--- config.mk ---
export PLATFORM = sky130hd
export DESIGN_NAME = pkt_hdr_extract
export DESIGN_NICKNAME = d
export VERILOG_FILES = /design/src/rtl/pkt_hdr_extract_pkg.sv /design/src/rtl/pkt_hdr_parse.sv /design/src/rtl/pkt_hdr_extract.sv
export SDC_FILE = /design/constraint.sdc
export NUM_CORES = 2
export LEC_CHECK = 0
export BUFFER_PORTS_ARGS = -buffer_cell sky130_fd_sc_hd__buf_2
export CORE_AREA = 4 4 574 576
export CTS_BUF_LIST = sky130_fd_sc_hd__clkbuf_4
export CTS_CLUSTER_DIAMETER = 60
export DETAILED_ROUTE_END_ITERATION = 12
export DIE_AREA = 0 0 578 580
export HOLD_SLACK_MARGIN = 0.08
export PLACE_DENSITY_LB_ADDON = 0.1
export SETUP_SLACK_MARGIN = 0.05
export SYNTH_ARGS = -nofsm -noshare
export SYNTH_HDL_FRONTEND = slang
export SYNTH_SLANG_ARGS = --single-unit
--- constraint.sdc ---
create_clock -name axis_aclk -period 58.9 [get_ports axis_aclk]
set_input_delay 11.78 -clock axis_aclk [delete_from_list [all_inputs] [get_ports axis_aclk]]
set_output_delay 11.78 -clock axis_aclk [all_outputs]
set_load 0.05 [all_outputs]
--- src/rtl/pkt_hdr_extract_pkg.sv ---
// Shared types and constants for the packet header extractor: ethertypes,
// IP protocol numbers, ip_ver encoding and the metadata record.
package pkt_hdr_extract_pkg;

    localparam int WIN_BYTES = 64;
    localparam int WIN_W     = WIN_BYTES * 8;

    localparam logic [15:0] ETH_IPV4  = 16'h0800;
    localparam logic [15:0] ETH_IPV6  = 16'h86DD;
    localparam logic [15:0] ETH_VLAN  = 16'h8100;
    localparam logic [7:0]  PROTO_TCP = 8'd6;
    localparam logic [7:0]  PROTO_UDP = 8'd17;

    typedef enum logic [1:0] {
        IPV_NONE = 2'd0,
        IPV_4    = 2'd1,
        IPV_6    = 2'd2
    } ip_ver_e;

    typedef struct packed {
        ip_ver_e      ip_ver;
        logic [7:0]   proto;
        logic [127:0] src_ip;
        logic [127:0] dst_ip;
        logic [15:0]  src_port;
        logic [15:0]  dst_port;
        logic         ports_vld;
        logic [11:0]  vlan_id;
        logic         vlan_vld;
        logic         trunc;
    } pkt_meta_t;

    // Byte 0 of the window sits in the most significant byte.
    function automatic logic [7:0] win_byte(input logic [WIN_W-1:0] w, input int idx);
        return w[WIN_W-1-8*idx -: 8];
    endfunction

endpackage

--- src/rtl/pkt_hdr_parse.sv ---
// Combinational L2/L3/L4 header decode of a 64-byte window with a valid-byte count.
// Define PKT_HDR_VLAN_EN to parse a single 802.1Q tag.
module pkt_hdr_parse
    import pkt_hdr_extract_pkg::*;
(
    input  logic [WIN_W-1:0] win,
    input  logic [6:0]       nbytes,
    output pkt_meta_t        meta
);

    int          l2;
    int          poff;
    int          nb;
    logic [15:0] etype;
    logic [7:0]  vb;
    logic [7:0]  proto;
    logic        trunc;
    pkt_meta_t   m;

    always_comb begin
        m     = '0;
        trunc = 1'b0;
        nb    = int'(nbytes);
        l2    = 14;
        poff  = WIN_BYTES;
        vb    = '0;
        proto = '0;
        etype = {win_byte(win, 12), win_byte(win, 13)};
`ifdef PKT_HDR_VLAN_EN
        if (etype == ETH_VLAN && nb >= 14) begin
            if (nb < 18) begin
                trunc = 1'b1;
            end else begin
                m.vlan_id  = 12'({win_byte(win, 14), win_byte(win, 15)});
                m.vlan_vld = 1'b1;
                etype      = {win_byte(win, 16), win_byte(win, 17)};
                l2         = 18;
            end
        end
`endif
        if (nb < 14) begin
            trunc = 1'b1;
        end else if (!trunc && (etype == ETH_IPV4 || etype == ETH_IPV6)) begin
            if (nb <= l2) begin
                trunc = 1'b1;
            end else begin
                vb = win_byte(win, l2);
                if (etype == ETH_IPV4 && vb[7:4] == 4'd4 && vb[3:0] >= 4'd5) begin
                    if (nb < l2 + 20) begin
                        trunc = 1'b1;
                    end else begin
                        m.ip_ver = IPV_4;
                        proto    = win_byte(win, l2 + 9);
                        for (int k = 0; k < 4; k++) begin
                            m.src_ip[31-8*k -: 8] = win_byte(win, l2 + 12 + k);
                            m.dst_ip[31-8*k -: 8] = win_byte(win, l2 + 16 + k);
                        end
                        poff = l2 + 4 * int'(vb[3:0]);
                    end
                end else if (etype == ETH_IPV6 && vb[7:4] == 4'd6) begin
                    if (nb < l2 + 40) begin
                        trunc = 1'b1;
                    end else begin
                        m.ip_ver = IPV_6;
                        proto    = win_byte(win, l2 + 6);
                        for (int k = 0; k < 16; k++) begin
                            m.src_ip[127-8*k -: 8] = win_byte(win, l2 + 8 + k);
                            m.dst_ip[127-8*k -: 8] = win_byte(win, l2 + 24 + k);
                        end
                        poff = l2 + 40;
                    end
                end
            end
        end
        m.proto = proto;
        // nb never exceeds the window, so this also bounds the ports to it.
        if (m.ip_ver != IPV_NONE && (proto == PROTO_TCP || proto == PROTO_UDP) &&
            poff + 4 <= nb) begin
            m.src_port  = {win_byte(win, poff),     win_byte(win, poff + 1)};
            m.dst_port  = {win_byte(win, poff + 2), win_byte(win, poff + 3)};
            m.ports_vld = 1'b1;
        end
        if (trunc) begin
            m       = '0;
            m.trunc = 1'b1;
        end
        meta = m;
    end

endmodule

--- src/rtl/pkt_hdr_extract.sv ---
// AXI-stream pass-through that captures the first 64 header bytes of each packet
// and emits one parsed metadata record per packet.
module pkt_hdr_extract
    import pkt_hdr_extract_pkg::*;
#(
    parameter int DATA_W    = 512,
    parameter int HDR_BYTES = 64
) (
    input  logic                axis_aclk,
    input  logic                axis_rst,
    input  logic [DATA_W-1:0]   s_axis_tdata,
    input  logic [DATA_W/8-1:0] s_axis_tkeep,
    input  logic                s_axis_tvalid,
    input  logic                s_axis_tlast,
    output logic                s_axis_tready,
    output logic [DATA_W-1:0]   m_axis_tdata,
    output logic [DATA_W/8-1:0] m_axis_tkeep,
    output logic                m_axis_tvalid,
    output logic                m_axis_tlast,
    input  logic                m_axis_tready,
    output logic                meta_valid,
    input  logic                meta_ready,
    output logic [1:0]          meta_ip_ver,
    output logic [7:0]          meta_proto,
    output logic [127:0]        meta_src_ip,
    output logic [127:0]        meta_dst_ip,
    output logic [15:0]         meta_src_port,
    output logic [15:0]         meta_dst_port,
    output logic                meta_ports_vld,
    output logic [11:0]         meta_vlan_id,
    output logic                meta_vlan_vld,
    output logic                meta_trunc
);

    localparam int KEEP_W    = DATA_W / 8;
    localparam int HDR_BEATS = HDR_BYTES * 8 / DATA_W;

    typedef enum logic [1:0] {ST_FIRST, ST_HDR, ST_BODY} state_e;

    state_e           state_q, state_d;
    logic [15:0]      cnt_q, cnt_d;
    logic [WIN_W-1:0] win_q, win_d, win_cur;
    logic             meta_valid_q, meta_valid_d;
    pkt_meta_t        meta_q, meta_d, parsed;
    logic [6:0]       nbytes;
    logic             in_hdr, comp, stall, xfer;
    int               kcnt;

    assign in_hdr = (state_q != ST_BODY);
    assign comp   = in_hdr && (cnt_q == 16'(HDR_BEATS - 1) || s_axis_tlast);
    assign stall  = meta_valid_q && !meta_ready && comp;
    assign xfer   = s_axis_tvalid && s_axis_tready;

    assign s_axis_tready = m_axis_tready && !stall;
    assign m_axis_tdata  = s_axis_tdata;
    assign m_axis_tkeep  = s_axis_tkeep;
    assign m_axis_tlast  = s_axis_tlast;
    // Hidden while stalled so downstream cannot take a beat upstream will repeat.
    assign m_axis_tvalid = s_axis_tvalid && !stall;

    always_comb begin
        kcnt = 0;
        for (int j = 0; j < KEEP_W; j++) begin
            if (s_axis_tkeep[KEEP_W-1-j]) kcnt = j + 1;
        end
        nbytes  = 7'(int'(cnt_q) * KEEP_W + (s_axis_tlast ? kcnt : KEEP_W));
        win_cur = (state_q == ST_FIRST) ? '0 : win_q;
        if (in_hdr && cnt_q < 16'(HDR_BEATS)) begin
            win_cur[WIN_W-1-int'(cnt_q)*DATA_W -: DATA_W] = s_axis_tdata;
        end
    end

    pkt_hdr_parse u_parse (
        .win    (win_cur),
        .nbytes (nbytes),
        .meta   (parsed)
    );

    always_comb begin
        state_d      = state_q;
        cnt_d        = cnt_q;
        win_d        = win_q;
        meta_valid_d = meta_valid_q && !meta_ready;
        meta_d       = meta_q;
        if (xfer) begin
            if (in_hdr) win_d = win_cur;
            if (s_axis_tlast) begin
                state_d = ST_FIRST;
                cnt_d   = '0;
            end else begin
                cnt_d   = (cnt_q == '1) ? cnt_q : cnt_q + 16'd1;
                state_d = (!in_hdr || comp) ? ST_BODY : ST_HDR;
            end
            if (comp) begin
                meta_valid_d = 1'b1;
                meta_d       = parsed;
            end
        end
    end

    always_ff @(posedge axis_aclk or posedge axis_rst) begin
        if (axis_rst) begin
            state_q      <= ST_FIRST;
            cnt_q        <= '0;
            win_q        <= '0;
            meta_valid_q <= 1'b0;
            meta_q       <= '0;
        end else begin
            state_q      <= state_d;
            cnt_q        <= cnt_d;
            win_q        <= win_d;
            meta_valid_q <= meta_valid_d;
            meta_q       <= meta_d;
        end
    end

    assign meta_valid     = meta_valid_q;
    assign meta_ip_ver    = meta_q.ip_ver;
    assign meta_proto     = meta_q.proto;
    assign meta_src_ip    = meta_q.src_ip;
    assign meta_dst_ip    = meta_q.dst_ip;
    assign meta_src_port  = meta_q.src_port;
    assign meta_dst_port  = meta_q.dst_port;
    assign meta_ports_vld = meta_q.ports_vld;
    assign meta_vlan_id   = meta_q.vlan_id;
    assign meta_vlan_vld  = meta_q.vlan_vld;
    assign meta_trunc     = meta_q.trunc;

endmodule

== Yosys cells after proc, flatten, opt, wreduce, memory -nomap -nowiden ==
Index checks and enable logic that the tools add are counted.

* Output and inout port bits: 893
* Register bits: 844

* Order comparisons: 7
* Mux-type cells: 115
* Shift-type cells: 6
* Reduce and logical (&&, ||, !) cells: 25
* Add/sub/neg operators: 13
* Eq/ne operators: 9

{| class="wikitable"
|+ Operators with widths
! kind !! count
|-
| variable part select 519 x 32 -> 8 bit || 4
|-
| 2-to-1 mux 256 bit || 5
|-
| 2-to-1 mux 512 bit || 2
|-
| variable shift 512 x 33 -> 1023 bit (first input constant) || 1
|-
| variable part select 512 x 33 -> 1023 bit || 1
|-
| bitwise mux 512 bit || 1
|-
| 2-to-1 mux 7 bit || 64
|-
| 2-to-1 mux 32 bit || 10
|-
| 2-to-1 mux 313 bit || 1
|-
| 2-to-1 mux 96 bit || 2
|-
| subtractor 10 x 32 -> 32 bit (first input constant) || 4
|-
| adder 29 x 3 -> 29 bit (second input constant) || 2
|-
| 2-to-1 mux 8 bit || 7
|-
| 2-to-1 mux 33 bit || 1
|-
| negation 26 -> 33 bit || 1
|-
| adder 32 x 4 -> 32 bit (second input constant) || 1
|-
| == test 16 bit (second input constant) || 2
|-
| <= comparator 32 x 8 -> 1 bit || 1
|-
| 2-to-1 mux 16 bit || 2
|-
| adder 29 x 2 -> 29 bit (second input constant) || 1
|-
| subtractor 9 x 25 -> 26 bit (first input constant) || 1
|-
| 2-to-1 mux 2 bit || 9
|-
| adder 16 x 1 -> 16 bit (second input constant) || 1
|-
| == test 16 x 12 -> 1 bit (second input constant) || 1
|-
| other kinds (19) || 50
|}

== Logic depth before layout (Yosys ltp) ==
* Word-level depth: 79
* Depth in mapped cells: 37
* Mapped depth without buffers: 31

== Hierarchy ==
A second synthesis with hierarchy kept.

* Cells, all modules: 4789
* Area, all modules: 51136.5 sq um

{| class="wikitable"
|+ By module, submodules not included
! module !! cells an instance !! area an instance (sq um) !! times used
|-
| pkt_hdr_extract || 3342 || 41806.3 || 1
|-
| pkt_hdr_parse || 1447 || 9330.2 || 1
|}

== Worst setup path before layout ==
Ideal clock, no wire load.

* Path kind: input -> output
* Start point: in s_axis_tlast
* End point: out m_axis_tvalid
* Data required time: 47120 ps
* Arrival: 12949 ps
* Path slack: 34171 ps
* Buffers on the path: 0
* Stages: 4
* Cells stage by stage: nor2_1 -> nor2_1 -> and2_1 -> nor2b_1

* Cells in the longest elaborated chain, start to end: 5

{| class="wikitable"
|+ RTL lines
! item !! line !! source
|-
| start: declaration || pkt_hdr_extract.sv:14 || <nowiki>input logic s_axis_tlast,</nowiki>
|-
| logical OR 1 bit || pkt_hdr_extract.sv:50 || <nowiki>assign comp = in_hdr && (cnt_q == 16'(HDR_BEATS - 1) || s_axis_tlast);</nowiki>
|-
| logical AND 1 bit || pkt_hdr_extract.sv:50 ||
|-
| logical AND 1 bit || pkt_hdr_extract.sv:51 || <nowiki>assign stall = meta_valid_q && !meta_ready && comp;</nowiki>
|-
| zero test 1 bit || pkt_hdr_extract.sv:59 || <nowiki>assign m_axis_tvalid = s_axis_tvalid && !stall;</nowiki>
|-
| logical AND 1 bit || pkt_hdr_extract.sv:59 ||
|-
| end: declaration || pkt_hdr_extract.sv:18 || <nowiki>output logic m_axis_tvalid,</nowiki>
|}

Every way passes these cells.

== Worst setup path in the final report ==
Same ends and word-level chain as after synthesis.

==> results.txt <==
----------------------------------------------------
[Status]
  Run status ... complete, but fails checks
  Violated checks ... capacitance limit

[Place]
  Routability-driven placement congestion ratio ... 0.9026
  Buffers added on ports ... 1,461
  Post-detailed-placement half-perimeter wirelength ... 322,400 um

[Clocking]
  Source-to-sink clock delay at the later pin of the worst-skew pair ... 1.42 ns
  Total clock buffers created by CTS ... 300
  Count of buffers added by post-CTS timing repair for setup ... 0
  Clock sinks ... 831
  Number of hold buffers added after cts ... 0
  Number of gates resized after CTS ... 0
  CTS H-Tree Depth ... 5
  Maximum count of clock buffers along a single path ... 4
  Clock tree from TritonCTS ... done
  CTS Root Buffer Type ... sky130_fd_sc_hd__clkbuf_4
  CTS clock-pin slew for the worst setup and hold paths ... 0.05 ns

[Timing]
  Final-layout setup total negative slack ... 0 ns
  Min Tclk post-route ... 24.87 ns
  Largest clock skew in the final design ... 0.1753 ns
  Fin. Hold Viols ... 0
  Worst-case headroom to the max-slew limit ... 0.5478%
  Setup repair after global routing missed its margin ... false
  Total count of max-transition violations in the final report ... 0
  Final worst-path cycle share ... 42.22%
  Setup violation total in the final timing report ... 0
  Highest achievable clock rate ... 40.21 MHz
  Tightest Pin Transition ... 1.485 ns

[Setup path]
  Sort of element at the end of the critical path ... output port
  Kind of start point of the critical path ... input port
  Depth of the worst register-to-register path ... 33
  Critical path type ... in2out
  Largest fanout on the critical path ... 9
  Worst path arrival time ... 13.09 ns
  Data required time of the worst path ... 47.12 ns

[Job]
  Number of violations of the max-capacitance limit ... 1

[Synthesis]
  Gate count of the mapped netlist ... 6,266
  Synth top cells by count ... 1,068 x sky130_fd_sc_hd__nand2_1, 831 x sky130_fd_sc_hd__dfrtp_1, 636 x sky130_fd_sc_hd__o21ai_0
  Share of Yosys cell area claimed by the top area cell type ... 40.01%
  Synth Cell Area ... 51,970 um2
  Yosys top cell by area ... sky130_fd_sc_hd__dfrtp_1
  Post-Synthesis Mean Instance Area ... 8.294 um2
  Cell types with the largest area share after synthesis ... sky130_fd_sc_hd__dfrtp_1 40%, sky130_fd_sc_hd__buf_4 8.7%, sky130_fd_sc_hd__nand2_1 7.7%
  Dominant register cell in the synthesized netlist ... sky130_fd_sc_hd__dfrtp_1
  Count of state elements after synthesis ... 831
  Seq/Total Area, Yosys ... 40.01%
  Count of cell types in the netlist ... 98
  Post-synth EDFFs ... 0
  Cell with the most instances after synthesis ... sky130_fd_sc_hd__nand2_1
  Share of flip-flops with an asynchronous set or reset ... 100.0%
  Synth warn ... 0

[Global routing]
  Wire length of the first global-routing pass ... 541,900 um
  Antenna violations before repair ... 155
  Via count of the first global-routing pass ... 53,264
  Overall fraction of global-route tracks in use ... 23.90%
  Congestion Overflow GR ... 0
  Largest net degree at the start of global routing ... 231

[Worst hold path]
  Hold Crit Class ... reg2reg
  Number of cells traversed by the worst hold path ... 2

[Route]
  Router iterations before antenna repair ... 5
  Via/cell ratio ... 4.721
  Average wire per standard cell ... 35.78 um
  Detailed Route WL ... 420,600 um
  Total number of vias ... 55,510
  Post-detailed-route DRC marker count ... 0
  Post-DRT Antenna Nets ... 0
  DRC marker count from the first detailed-route iteration ... 5,393

[Die]
  Starting density of the core ... 16.05%
  Ports ... 1,475
  Number of cell rows ... 209
  Chip Height ... 580 um
  Overall die width ... 578 um
  Area of the core ... 323,700 um2
  Die ar. ... 335,200 um2

[Power]
  Power consumption ... 0.002738 W
  Power per cell area ... 42.35 nW/um2
  VDD IR max ... 20.01 uV
  Leakage power total ... 30.48 nW

[Finish]
  Number of nets at the end of the flow ... 7,765
  Area growth, synth to finish ... 24.41%
  Share of layout cells above drive strength 1 ... 31.85%

----------------------------------------------------
-- registers in the layout (all words and copies together), names as in the netlist --
name and flops:
win_q 512, meta_dst_ip 128, meta_src_ip 128, cnt_q 16, meta_dst_port 16, meta_src_port 16, meta_proto 8, meta_ip_ver 2
state_q 2, meta_ports_vld 1, meta_trunc 1, meta_valid 1
-- worst max-delay path, stage by stage --
cell and delay, ns:
sky130_fd_sc_hd__buf_2 0.17, sky130_fd_sc_hd__nor2_1 0.27, sky130_fd_sc_hd__nor2_1 0.17, sky130_fd_sc_hd__and2_1 0.22
sky130_fd_sc_hd__nor2b_1 0.16, sky130_fd_sc_hd__buf_2 0.31
-- through the flow --
stage | instance area (um2) | std cells | hold slack [ns] | util (%) | setup WS [ns]
finish | 64660 | 11757 | 0.4686 | 19.97 | 34.03
CTS | 64460 | 11676 | 0.4729 | 19.91 | 34.07
global route | 64550 | 11714 | 0.4885 | 19.94 | 33.96
detailed placement | 60710 | 11193 | 0.4603 | 18.75 | 34.07
global placement | 60710 | 11193 | 0.4521 | 18.75 | 34.01
floorplan | 52020 | 6278 | 0.4418 | - | 23.78
-- area by class of cell --
type                            count  area (um2)
Timing Repair Buffer             1755        9669
Multi-Input combinational cell   4249       24700
Fill cell                       36656      259100
Clock buffer                      434        3258
Clock inverter                     49       484.2
Antenna cell                       81       202.7
Inverter                           33       136.4
Tap cell                         4325        5411
Sequential cell                   831       20790
-- where the power goes --
group	total [W]	switching, W	internal, W
Combinational	0.00127	0.000972	0.000293
Sequential	0.000769	0.0000634	0.000706
Clock	0.000704	0.000331	0.000372
Total	0.00274	0.00137	0.00137
-- cells in the final DEF, fill, tap and decap left out, types with 11 or more instances in the layout --
master / Yosys / layout
sky130_fd_sc_hd__mux4_2: 22 / 22
sky130_fd_sc_hd__a21oi_1: 186 / 183
sky130_fd_sc_hd__o21a_1: 21 / 20
sky130_fd_sc_hd__nor4_1: 30 / 29
sky130_fd_sc_hd__nand2_1: 1068 / 1063
sky130_fd_sc_hd__xnor2_1: 15 / 15
sky130_fd_sc_hd__mux2i_1: 126 / 126
sky130_fd_sc_hd__buf_2: 78 / 1461
sky130_fd_sc_hd__nand4_1: 22 / 22
sky130_fd_sc_hd__a211oi_1: 50 / 50
sky130_fd_sc_hd__o21ai_1: 26 / 23
sky130_fd_sc_hd__a22o_1: 16 / 16
sky130_fd_sc_hd__nand3_1: 161 / 161
sky130_fd_sc_hd__a32oi_1: 13 / 13
sky130_fd_sc_hd__inv_1: 31 / 29
sky130_fd_sc_hd__clkinv_1: 0 / 21
sky130_fd_sc_hd__diode_2: 0 / 81
sky130_fd_sc_hd__nor3_1: 117 / 117
sky130_fd_sc_hd__a31oi_1: 505 / 483
sky130_fd_sc_hd__buf_12: 0 / 12
sky130_fd_sc_hd__a311oi_1: 15 / 15
sky130_fd_sc_hd__buf_4: 600 / 282
sky130_fd_sc_hd__ha_1: 13 / 12
sky130_fd_sc_hd__nand2b_1: 11 / 11
sky130_fd_sc_hd__a31oi_2: 0 / 22
sky130_fd_sc_hd__and3_1: 473 / 473
sky130_fd_sc_hd__and2_1: 17 / 16
sky130_fd_sc_hd__o31ai_1: 222 / 222
sky130_fd_sc_hd__o22ai_1: 19 / 19
sky130_fd_sc_hd__mux2_2: 16 / 16
sky130_fd_sc_hd__conb_1: 2 / 14
sky130_fd_sc_hd__nor2_1: 151 / 144
sky130_fd_sc_hd__clkbuf_4: 0 / 434
sky130_fd_sc_hd__a221oi_1: 13 / 12
sky130_fd_sc_hd__o21ai_0: 636 / 635
sky130_fd_sc_hd__or3_1: 16 / 15
sky130_fd_sc_hd__a32o_1: 36 / 36
sky130_fd_sc_hd__o211ai_1: 42 / 42
sky130_fd_sc_hd__dfrtp_1: 831 / 831
-- per-layer routing --
metal | GRT usage, % | share of wire [%]
met2 | 36.97 | 44
met3 | 5.261 | 6.9
met5 | 0 | 0.068
met1 | 32.25 | 44
met4 | 9.252 | 4.2
-- path summary, 6_finish.rpt --
path,startpoint,endpoint,slack [ns]
worst min-delay path,meta_dst_ip[41],meta_dst_ip[41],0.47
max in group asynchronous,axis_rst,meta_src_ip[122],44.84
worst max register to register,cnt_q[0],meta_dst_port[9],49.06
min in group asynchronous,axis_rst,win_q[192],10.46
worst min register to register,meta_dst_ip[41],meta_dst_ip[41],0.47
worst max-delay path,s_axis_tlast,m_axis_tvalid,34.03
-- cells by family (layout without fill, tap and decap cells) --
family | count (synthesis) | in the layout | synth area share [%]
adder cells (fa/ha/maj) | 13 | 13 | 0.3130
buffers and inverters | 1198 | 2271 | 13.27
XOR/XNOR | 23 | 23 | 0.4382
AND/OR/NAND/NOR | 2118 | 2118 | 19.16
AO/OA/AOI/OAI | 1914 | 1914 | 23.00
flip-flops | 831 | 831 | 40.01
multiplexers | 167 | 167 | 3.792
other | 2 | 95 | 0.01445
(Power assumes the default switching activity.)
